$ cat src/rtl/router_sync_pkg.sv
// Shared types and constants for the router synchroniser: address type,
// invalid-address marker, default timeout and the FIFO channel count.
package router_pkg;

  typedef logic [1:0] addr_t;

  localparam addr_t ADDR_INVALID    = 2'b11;
  localparam int    TIMEOUT_DEFAULT = 30;
  localparam int    NUM_CH          = 3;

  // One-hot FIFO write enable for a destination address; an invalid address
  // or an idle request never selects a FIFO.
  function automatic logic [NUM_CH-1:0] addr_to_wen(input addr_t addr, input logic en);
    logic [NUM_CH-1:0] wen;
    wen = 3'b000;
    if (en) begin
      case (addr)
        2'b00:   wen = 3'b001;
        2'b01:   wen = 3'b010;
        2'b10:   wen = 3'b100;
        default: wen = 3'b000;
      endcase
    end else begin
      wen = 3'b000;
    end
    return wen;
  endfunction

endpackage

$ cat src/rtl/router_sync_if.sv
// Bundle of the router-FSM, FIFO-status and downstream-read signals seen by
// router_sync. The slave side is the synchroniser, the master side drives it.
interface router_sync_if;
  import router_pkg::*;

  logic              detect_add;
  addr_t             data_in;
  logic              write_enb_reg;
  logic              read_enb_0, read_enb_1, read_enb_2;
  logic              empty_0, empty_1, empty_2;
  logic              full_0, full_1, full_2;
  logic [NUM_CH-1:0] write_enb;
  logic              fifo_full;
  logic              vld_out_0, vld_out_1, vld_out_2;
  logic              soft_reset_0, soft_reset_1, soft_reset_2;

  modport slave (
    input  detect_add, data_in, write_enb_reg,
    input  read_enb_0, read_enb_1, read_enb_2,
    input  empty_0, empty_1, empty_2,
    input  full_0, full_1, full_2,
    output write_enb, fifo_full,
    output vld_out_0, vld_out_1, vld_out_2,
    output soft_reset_0, soft_reset_1, soft_reset_2
  );

  modport master (
    output detect_add, data_in, write_enb_reg,
    output read_enb_0, read_enb_1, read_enb_2,
    output empty_0, empty_1, empty_2,
    output full_0, full_1, full_2,
    input  write_enb, fifo_full,
    input  vld_out_0, vld_out_1, vld_out_2,
    input  soft_reset_0, soft_reset_1, soft_reset_2
  );

endinterface

$ cat src/rtl/router_sync_timer.sv
// Per-channel unread-data watchdog: counts consecutive cycles where the FIFO
// holds data that nobody reads and emits a one-cycle registered flush pulse
// once TIMEOUT such cycles have elapsed.
module router_sync_timer #(
  parameter int TIMEOUT = 30,
  parameter int CNT_W   = 5
) (
  input  logic clock,
  input  logic resetn,
  input  logic vld,
  input  logic rd,
  output logic soft_reset
);

  localparam logic [CNT_W-1:0] CNT_LAST = CNT_W'(TIMEOUT - 1);
  localparam logic [CNT_W-1:0] CNT_ONE  = CNT_W'(1);
  localparam logic [CNT_W-1:0] CNT_ZERO = {CNT_W{1'b0}};

  logic [CNT_W-1:0] r_cnt;
  logic             r_soft_reset;
  logic             w_count_en;

  // The pulse cycle itself does not count, so repeated flushes of a stuck
  // channel are TIMEOUT+1 cycles apart.
  assign w_count_en = vld & ~rd & ~r_soft_reset;

  // Counter and flush pulse; clearing at TIMEOUT-1 keeps the counter from wrapping.
  always_ff @(posedge clock or negedge resetn) begin
    if (!resetn) begin
      r_cnt        <= CNT_ZERO;
      r_soft_reset <= 1'b0;
    end else if (!w_count_en) begin
      r_cnt        <= CNT_ZERO;
      r_soft_reset <= 1'b0;
    end else if (r_cnt == CNT_LAST) begin
      r_cnt        <= CNT_ZERO;
      r_soft_reset <= 1'b1;
    end else begin
      r_cnt        <= r_cnt + CNT_ONE;
      r_soft_reset <= 1'b0;
    end
  end

  assign soft_reset = r_soft_reset;

endmodule

$ cat src/rtl/router_sync.sv
// Router synchroniser: latches the destination address from the header byte,
// steers FIFO write enables and the full flag, reports per-channel valid data
// and flushes channels whose data sits unread for too long.
module router_sync
  import router_pkg::*;
#(
  parameter int TIMEOUT = TIMEOUT_DEFAULT,
  parameter int CNT_W   = 5
) (
  input  logic         clock,
  input  logic         resetn,
  router_sync_if.slave bus
);

  addr_t             r_addr;
  logic              w_fifo_full;
  logic [NUM_CH-1:0] w_vld;
  logic [NUM_CH-1:0] w_rd;
  logic [NUM_CH-1:0] w_soft_reset;

  // Destination address register; reset to the invalid address so nothing
  // is written before the first header arrives.
  always_ff @(posedge clock or negedge resetn) begin
    if (!resetn) begin
      r_addr <= ADDR_INVALID;
    end else if (bus.detect_add) begin
      r_addr <= bus.data_in;
    end else begin
      r_addr <= r_addr;
    end
  end

  // Full flag of the FIFO selected by the registered address.
  always_comb begin
    w_fifo_full = 1'b0;
    case (r_addr)
      2'b00:   w_fifo_full = bus.full_0;
      2'b01:   w_fifo_full = bus.full_1;
      2'b10:   w_fifo_full = bus.full_2;
      default: w_fifo_full = 1'b0;
    endcase
  end

  assign bus.write_enb = addr_to_wen(r_addr, bus.write_enb_reg);
  assign bus.fifo_full = w_fifo_full;

  assign w_vld = {~bus.empty_2, ~bus.empty_1, ~bus.empty_0};
  assign w_rd  = {bus.read_enb_2, bus.read_enb_1, bus.read_enb_0};

  assign bus.vld_out_0 = w_vld[0];
  assign bus.vld_out_1 = w_vld[1];
  assign bus.vld_out_2 = w_vld[2];

  for (genvar g = 0; g < NUM_CH; g++) begin : g_timer
    router_sync_timer #(
      .TIMEOUT (TIMEOUT),
      .CNT_W   (CNT_W)
    ) u_timer (
      .clock      (clock),
      .resetn     (resetn),
      .vld        (w_vld[g]),
      .rd         (w_rd[g]),
      .soft_reset (w_soft_reset[g])
    );
  end

  assign bus.soft_reset_0 = w_soft_reset[0];
  assign bus.soft_reset_1 = w_soft_reset[1];
  assign bus.soft_reset_2 = w_soft_reset[2];

endmodule

$ cat src/flat_wrapper.sv
// flat-port wrapper written by rule: the top's interface ports become plain ports
module router_sync_flat import router_pkg::*;
#(
  parameter int TIMEOUT = TIMEOUT_DEFAULT,
  parameter int CNT_W   = 5
)
  (clock, resetn, bus_detect_add, bus_data_in, bus_write_enb_reg, bus_read_enb_0, bus_read_enb_1, bus_read_enb_2, bus_empty_0, bus_empty_1, bus_empty_2, bus_full_0, bus_full_1, bus_full_2, bus_write_enb, bus_fifo_full, bus_vld_out_0, bus_vld_out_1, bus_vld_out_2, bus_soft_reset_0, bus_soft_reset_1, bus_soft_reset_2);
  router_sync_if bus_i ();
  input  logic clock;
  input  logic resetn;
  input wire logic [$bits(bus_i.detect_add)-1:0] bus_detect_add;
  input wire logic [$bits(bus_i.data_in)-1:0] bus_data_in;
  input wire logic [$bits(bus_i.write_enb_reg)-1:0] bus_write_enb_reg;
  input wire logic [$bits(bus_i.read_enb_0)-1:0] bus_read_enb_0;
  input wire logic [$bits(bus_i.read_enb_1)-1:0] bus_read_enb_1;
  input wire logic [$bits(bus_i.read_enb_2)-1:0] bus_read_enb_2;
  input wire logic [$bits(bus_i.empty_0)-1:0] bus_empty_0;
  input wire logic [$bits(bus_i.empty_1)-1:0] bus_empty_1;
  input wire logic [$bits(bus_i.empty_2)-1:0] bus_empty_2;
  input wire logic [$bits(bus_i.full_0)-1:0] bus_full_0;
  input wire logic [$bits(bus_i.full_1)-1:0] bus_full_1;
  input wire logic [$bits(bus_i.full_2)-1:0] bus_full_2;
  output wire logic [$bits(bus_i.write_enb)-1:0] bus_write_enb;
  output wire logic [$bits(bus_i.fifo_full)-1:0] bus_fifo_full;
  output wire logic [$bits(bus_i.vld_out_0)-1:0] bus_vld_out_0;
  output wire logic [$bits(bus_i.vld_out_1)-1:0] bus_vld_out_1;
  output wire logic [$bits(bus_i.vld_out_2)-1:0] bus_vld_out_2;
  output wire logic [$bits(bus_i.soft_reset_0)-1:0] bus_soft_reset_0;
  output wire logic [$bits(bus_i.soft_reset_1)-1:0] bus_soft_reset_1;
  output wire logic [$bits(bus_i.soft_reset_2)-1:0] bus_soft_reset_2;
  assign bus_i.detect_add = bus_detect_add;
  assign bus_i.data_in = bus_data_in;
  assign bus_i.write_enb_reg = bus_write_enb_reg;
  assign bus_i.read_enb_0 = bus_read_enb_0;
  assign bus_i.read_enb_1 = bus_read_enb_1;
  assign bus_i.read_enb_2 = bus_read_enb_2;
  assign bus_i.empty_0 = bus_empty_0;
  assign bus_i.empty_1 = bus_empty_1;
  assign bus_i.empty_2 = bus_empty_2;
  assign bus_i.full_0 = bus_full_0;
  assign bus_i.full_1 = bus_full_1;
  assign bus_i.full_2 = bus_full_2;
  assign bus_write_enb = bus_i.write_enb;
  assign bus_fifo_full = bus_i.fifo_full;
  assign bus_vld_out_0 = bus_i.vld_out_0;
  assign bus_vld_out_1 = bus_i.vld_out_1;
  assign bus_vld_out_2 = bus_i.vld_out_2;
  assign bus_soft_reset_0 = bus_i.soft_reset_0;
  assign bus_soft_reset_1 = bus_i.soft_reset_1;
  assign bus_soft_reset_2 = bus_i.soft_reset_2;
  router_sync #(.TIMEOUT(TIMEOUT), .CNT_W(CNT_W)) u_core (.clock(clock), .resetn(resetn), .bus(bus_i));
endmodule
$ cat config.mk
export PLATFORM = sky130hd
export DESIGN_NAME = router_sync_flat
export DESIGN_NICKNAME = d
export VERILOG_FILES = /design/src/rtl/router_sync_pkg.sv /design/src/rtl/router_sync_if.sv /design/src/rtl/router_sync_timer.sv /design/src/rtl/router_sync.sv /design/src/flat_wrapper.sv
export SDC_FILE = /design/constraint.sdc
export NUM_CORES = 1
export LEC_CHECK = 0
export CAP_MARGIN = 20
export CORE_UTILIZATION = 30
export CTS_BUF_LIST = sky130_fd_sc_hd__clkbuf_2
export DETAILED_ROUTE_END_ITERATION = 6
export DONT_BUFFER_PORTS = 1
export SYNTH_ARGS = -nofsm -noshare
export SYNTH_HDL_FRONTEND = slang
export SYNTH_HIERARCHICAL = 1
export SYNTH_SLANG_ARGS = --single-unit
$ cat constraint.sdc
create_clock -name clock -period 2.1 [get_ports clock]
set_clock_uncertainty 0.05 [all_clocks]
set_input_delay 0.42 -clock clock [delete_from_list [all_inputs] [get_ports clock]]
set_output_delay 0.42 -clock clock [all_outputs]
set_load 0.1 [all_outputs]
==> impl_results.html, run 1 <==
<table>
<tr><th>Metric</th><th>Value</th></tr>
<tr><th colspan="2">Yosys</th></tr>
<tr><td>Primary flip-flop cell chosen by synthesis mapping</td><td>sky130_fd_sc_hd__dfrtp_1</td></tr>
<tr><td>Ys async rst share</td><td>100.0%</td></tr>
<tr><td>Most instantiated library cell after synthesis</td><td>sky130_fd_sc_hd__nor2_1</td></tr>
<tr><td>Main combinational cell family by area after synthesis</td><td>simple AND/OR/NAND/NOR gates</td></tr>
<tr><td>Share of the synthesized area in compound gates (AO/OA/AOI/OAI)</td><td>less than 1%</td></tr>
<tr><td>Simple-gate portion of the synthesized area</td><td>22.15%</td></tr>
<tr><td>Adder-Cell Fraction of Synth Area</td><td>roughly 8%</td></tr>
<tr><td>Post-Synthesis Mean Instance Area</td><td>about 11 um2</td></tr>
<tr><td>Library cell with the largest summed area after synthesis</td><td>sky130_fd_sc_hd__dfrtp_1</td></tr>
<tr><td>Share of synthesized area occupied by flip-flops and latches</td><td>between 50 and 60%</td></tr>
<tr><td>EDFF count, synth</td><td>0</td></tr>
<tr><td>Cell types with the largest area share after synthesis</td><td>sky130_fd_sc_hd__dfrtp_1, sky130_fd_sc_hd__nor2_1, sky130_fd_sc_hd__ha_1</td></tr>
<tr><td>Combined area of all synthesized cells</td><td>around 920 um2</td></tr>
<tr><td>Syn_nets</td><td>106</td></tr>
<tr><td>Area fraction of the dominant cell type after synthesis</td><td>between 40 and 50%</td></tr>
<tr><td>Area share of xor/xnor cells in the synthesized design</td><td>8.560%</td></tr>
<tr><td>Share of cell area taken by muxes after synthesis</td><td>3.533%</td></tr>
<tr><td>Number of warning messages in the yosys log</td><td>6</td></tr>
<tr><td>Unique cell type count in the Yosys netlist</td><td>17</td></tr>
<tr><td>Instance count of the mapped netlist</td><td>85</td></tr>
<tr><td>Most numerous cell types in the synthesized netlist</td><td>sky130_fd_sc_hd__nor2_1, sky130_fd_sc_hd__dfrtp_1</td></tr>
<tr><td>Post-synthesis sequential element count</td><td>20</td></tr>
<tr><th colspan="2">Critical path</th></tr>
<tr><td>Crit path max-delay family</td><td>flip-flops</td></tr>
<tr><td>Critical-path cell list</td><td>and3b_2</td></tr>
<tr><td>Crit Reg-Reg Endpoint</td><td>u_core/g_timer[0].u_timer/r_cnt[4]</td></tr>
<tr><td>CP arrival</td><td>about 1.5 ns</td></tr>
<tr><td>Reg-to-reg startpoint</td><td>u_core/g_timer[0].u_timer/soft_reset</td></tr>
<tr><td>Cells on worst reg2reg path</td><td>4</td></tr>
<tr><td>Worst path max stage delay</td><td>around 0.63 ns</td></tr>
<tr><td>CP Max Fanout</td><td>6</td></tr>
<tr><td>Combined buffer and inverter count along the critical path</td><td>0</td></tr>
<tr><td>Critical path endpoint category</td><td>output pin</td></tr>
<tr><td>Slowest CP cell</td><td>sky130_fd_sc_hd__dfstp_2</td></tr>
<tr><td>Reg2reg setup slack</td><td>0.84 ns</td></tr>
<tr><td>Type of origin of the critical path</td><td>flip-flop</td></tr>
<tr><td>Critical Setup Path Class</td><td>reg -&gt; out</td></tr>
<tr><td>WP data required</td><td>~1.6 ns</td></tr>
<tr><th colspan="2">CTS</th></tr>
<tr><td>Clock tree from TritonCTS</td><td>built</td></tr>
<tr><td>Number of H-tree levels</td><td>1</td></tr>
<tr><td>Number of cells upsized or downsized after cts</td><td>0</td></tr>
<tr><td>Number of buffers inserted during clock tree synthesis</td><td>3</td></tr>
<tr><td>Root Driver</td><td>sky130_fd_sc_hd__clkbuf_2</td></tr>
<tr><td>Count of hold buffers inserted by post-cts repair</td><td>1</td></tr>
<tr><td>TritonCTS sink count</td><td>20</td></tr>
<tr><td>Maximum number of buffers from clock root to sink</td><td>2</td></tr>
<tr><td>Clock-pin slew reported for the worst setup and hold paths after clock tree synthesis</td><td>~0.16 ns</td></tr>
<tr><td>Source-to-sink clock delay at the later pin of the worst-skew pair</td><td>between 0.2 and 0.3 ns</td></tr>
<tr><td>Post-CTS setup buffer count</td><td>0</td></tr>
<tr><th colspan="2">Global routing</th></tr>
<tr><td>Maximum number of pins on one net before global-route repair</td><td>21</td></tr>
<tr><td>Tot GR Track Use</td><td>just over 9%</td></tr>
<tr><td>Total gr overflow</td><td>0</td></tr>
<tr><td>Vias in the first global route</td><td>579</td></tr>
<tr><td>Wire length of the first global-routing pass</td><td>roughly 2300 um</td></tr>
<tr><td>Initial antenna violation count</td><td>0</td></tr>
<tr><th colspan="2">Timing</th></tr>
<tr><td>Share of the clock period used by the worst path</td><td>between 90 and 100%</td></tr>
<tr><td>Setup ws final</td><td>roughly 0.18 ns</td></tr>
<tr><td>Hold violation total from the final report</td><td>0</td></tr>
<tr><td>Setup total negative slack</td><td>0 ns</td></tr>
<tr><td>RSZ-0062 raised after global routing</td><td>false</td></tr>
<tr><td>Relative max-transition margin</td><td>a little over two fifths</td></tr>
<tr><td>Max-slew violation count</td><td>0</td></tr>
<tr><td>Least-Margin Pin Slew</td><td>0.8674 ns</td></tr>
<tr><td>Setup Viol. Count Final</td><td>0</td></tr>
<tr><td>Post-route minimum period</td><td>1.921 ns</td></tr>
<tr><td>Achievable clock frequency</td><td>around 520 MHz</td></tr>
<tr><th colspan="2">Drt</th></tr>
<tr><td>Sum of routed wire length over all layers</td><td>between 1000 and 1500 um</td></tr>
<tr><td>WL per Instance</td><td>about 11 um</td></tr>
<tr><td>DRC violations left</td><td>4</td></tr>
<tr><td>Routed via count divided by cell count</td><td>between 4 and 5</td></tr>
<tr><td>Initial DRC Count</td><td>15</td></tr>
<tr><td>Final antenna-violating net count</td><td>0</td></tr>
<tr><td>Detailed Routing Iterations Pass 1</td><td>6</td></tr>
<tr><td>Total via count in the routed design</td><td>604</td></tr>
<tr><th colspan="2">Floorplan</th></tr>
<tr><td>Die area</td><td>roughly 0.0033 mm2</td></tr>
<tr><td>IO Pins</td><td>25</td></tr>
<tr><td>Die Y</td><td>around 57 um</td></tr>
<tr><td>Area of the placeable core</td><td>roughly 0.0028 mm2</td></tr>
<tr><td>Effective utilization at floorplan</td><td>between 30% and 40%</td></tr>
<tr><td>Row Count</td><td>19</td></tr>
<tr><td>Die width</td><td>around 57 um</td></tr>
<tr><th colspan="2">Pwr</th></tr>
<tr><td>Leakage power summed over all cells</td><td>about 0.5 nW</td></tr>
<tr><td>Total power density per cell area</td><td>roughly 640 mW/mm2</td></tr>
<tr><td>Largest vdd supply drop</td><td>0.0001737 V</td></tr>
<tr><th colspan="2">Placement</th></tr>
<tr><td>Post-Place Setup Slack</td><td>slightly above 0.5 ns</td></tr>
<tr><td>Final RePlAce weighted congestion</td><td>0.7493</td></tr>
<tr><td>Detailed placer's ending HPWL</td><td>around 1100 um</td></tr>
<tr><td>Buffers on Ports</td><td>0</td></tr>
<tr><th colspan="2">Layout</th></tr>
<tr><td>Post-layout utilization of the core</td><td>37.59%</td></tr>
<tr><td>Synth-to-Final Area Change</td><td>15.49%</td></tr>
<tr><td>Net count reported at finish</td><td>between 100 and 150</td></tr>
<tr><td>Antenna diode count</td><td>0</td></tr>
<tr><td>Fraction of final layout cells sized beyond drive strength 1</td><td>20.41%</td></tr>
<tr><th colspan="2">Min path</th></tr>
<tr><td>Hold/Removal Path Class</td><td>in -&gt; reg</td></tr>
<tr><td>Worst Hold Path Cells</td><td>1</td></tr>
<tr><td>HP Start</td><td>bus_data_in[0]</td></tr>
<tr><td>Worst-case hold path end point</td><td>u_core/r_addr[0]</td></tr>
<tr><th colspan="2">Outcome</th></tr>
<tr><td>Violations in the final reports</td><td>design-rule violations</td></tr>
<tr><td>Run status</td><td>finished with violations</td></tr>
<tr><th colspan="2">Job</th></tr>
<tr><td>Count of max-cap constraint violations</td><td>0</td></tr>
</table>
per-stage QoR:
stage	hold WS (ns)	instances	cell area (um2)	total power [mW]
floorplan	0.07441	85	929.6	0.5155
global placement	0.07480	124	1035	0.5338
detailed placement	0.07502	124	1035	0.5363
CTS	0.1939	129	1064	0.6973
global route	0.1774	129	1064	0.7183
finish	0.2116	129	1064	0.6826
cell usage in the layout, fill, tap and decap left out:
| cell | instances |
|---|---|
| sky130_fd_sc_hd__nand3_2 | 3 |
| sky130_fd_sc_hd__clkbuf_2 | 3 |
| sky130_fd_sc_hd__nor3b_4 | 1 |
| sky130_fd_sc_hd__ha_1 | 6 |
| sky130_fd_sc_hd__xor2_1 | 6 |
| sky130_fd_sc_hd__nand3_1 | 6 |
| sky130_fd_sc_hd__dfstp_2 | 2 |
| sky130_fd_sc_hd__and3b_2 | 2 |
| sky130_fd_sc_hd__inv_1 | 6 |
| sky130_fd_sc_hd__buf_4 | 8 |
| sky130_fd_sc_hd__mux2i_1 | 1 |
| sky130_fd_sc_hd__mux2_1 | 2 |
| sky130_fd_sc_hd__nand2_1 | 3 |
| sky130_fd_sc_hd__clkinv_1 | 1 |
| sky130_fd_sc_hd__dlygate4sd3_1 | 1 |
| sky130_fd_sc_hd__nand3b_1 | 1 |
| sky130_fd_sc_hd__nor2_1 | 21 |
| sky130_fd_sc_hd__o21ai_2 | 1 |
| sky130_fd_sc_hd__nand4_1 | 3 |
| sky130_fd_sc_hd__dfrtp_1 | 18 |
| sky130_fd_sc_hd__xnor2_1 | 3 |
worst max path at each step:
stage / depth (start not counted) / endpoint / from / slack [ns]
floorplan: 1 / bus_write_enb[0] / bus_write_enb_reg / 0.02
global placement: 1 / bus_write_enb[2] / u_core/r_addr[1] / 0.53
detailed placement: 1 / bus_write_enb[2] / u_core/r_addr[1] / 0.52
CTS: 1 / bus_write_enb[2] / u_core/r_addr[1] / 0.15
global route: 1 / bus_write_enb[2] / u_core/r_addr[1] / 0.12
finish: 1 / bus_write_enb[2] / u_core/r_addr[1] / 0.18
flip-flops by register name (all words and copies together) (netlist names):
register / cells
u_core/r_addr: 2
u_core/g_timer.u_timer/soft_reset: 3
u_core/g_timer.u_timer/r_cnt: 15
kinds of logic after synthesis:
family          count (synthesis)
xor+xnor                        9
buf+inv                         6
fa+ha+maj                       6
compound gates                  1
flops                          20
mux                             3
simple gates                   40
power by group:
part           switching [mW]  total [mW]  internal, mW
Clock                   0.105       0.146        0.0414
Sequential             0.0125       0.410         0.398
Combinational          0.0974       0.126        0.0286
per-layer routing:
metal  wire, um  global-route usage [%]  up-vias
met5          0                       0        -
met4          0                   6.272        0
met3        111                   1.361        0
met2        714                   15.45       20
met1        617                   10.50      281
li1           -                       -      303
layout make-up:
cell class,instances,area (um2)
clock buffer,3,15.01
clock inverter,1,3.754
fill,285,1765
inverter,6,22.52
multi-input combinational,59,410.4
sequential,20,503.0
tap,31,38.79
timing repair buffer,9,70.07
Power figures use the tool's default switching activity.
==> run 2, diff against run 1 <==
--- a/config.mk
+++ b/config.mk
@@ -8,6 +8,7 @@
 export CAP_MARGIN = 20
 export CORE_UTILIZATION = 30
 export CTS_BUF_LIST = sky130_fd_sc_hd__clkbuf_2
+export CTS_CLUSTER_SIZE = 40
 export DETAILED_ROUTE_END_ITERATION = 6
 export DONT_BUFFER_PORTS = 1
 export SYNTH_ARGS = -nofsm -noshare
==> results of run 2 <==
Same layout as run 1: the final DEF is identical, and so are final timing and power.
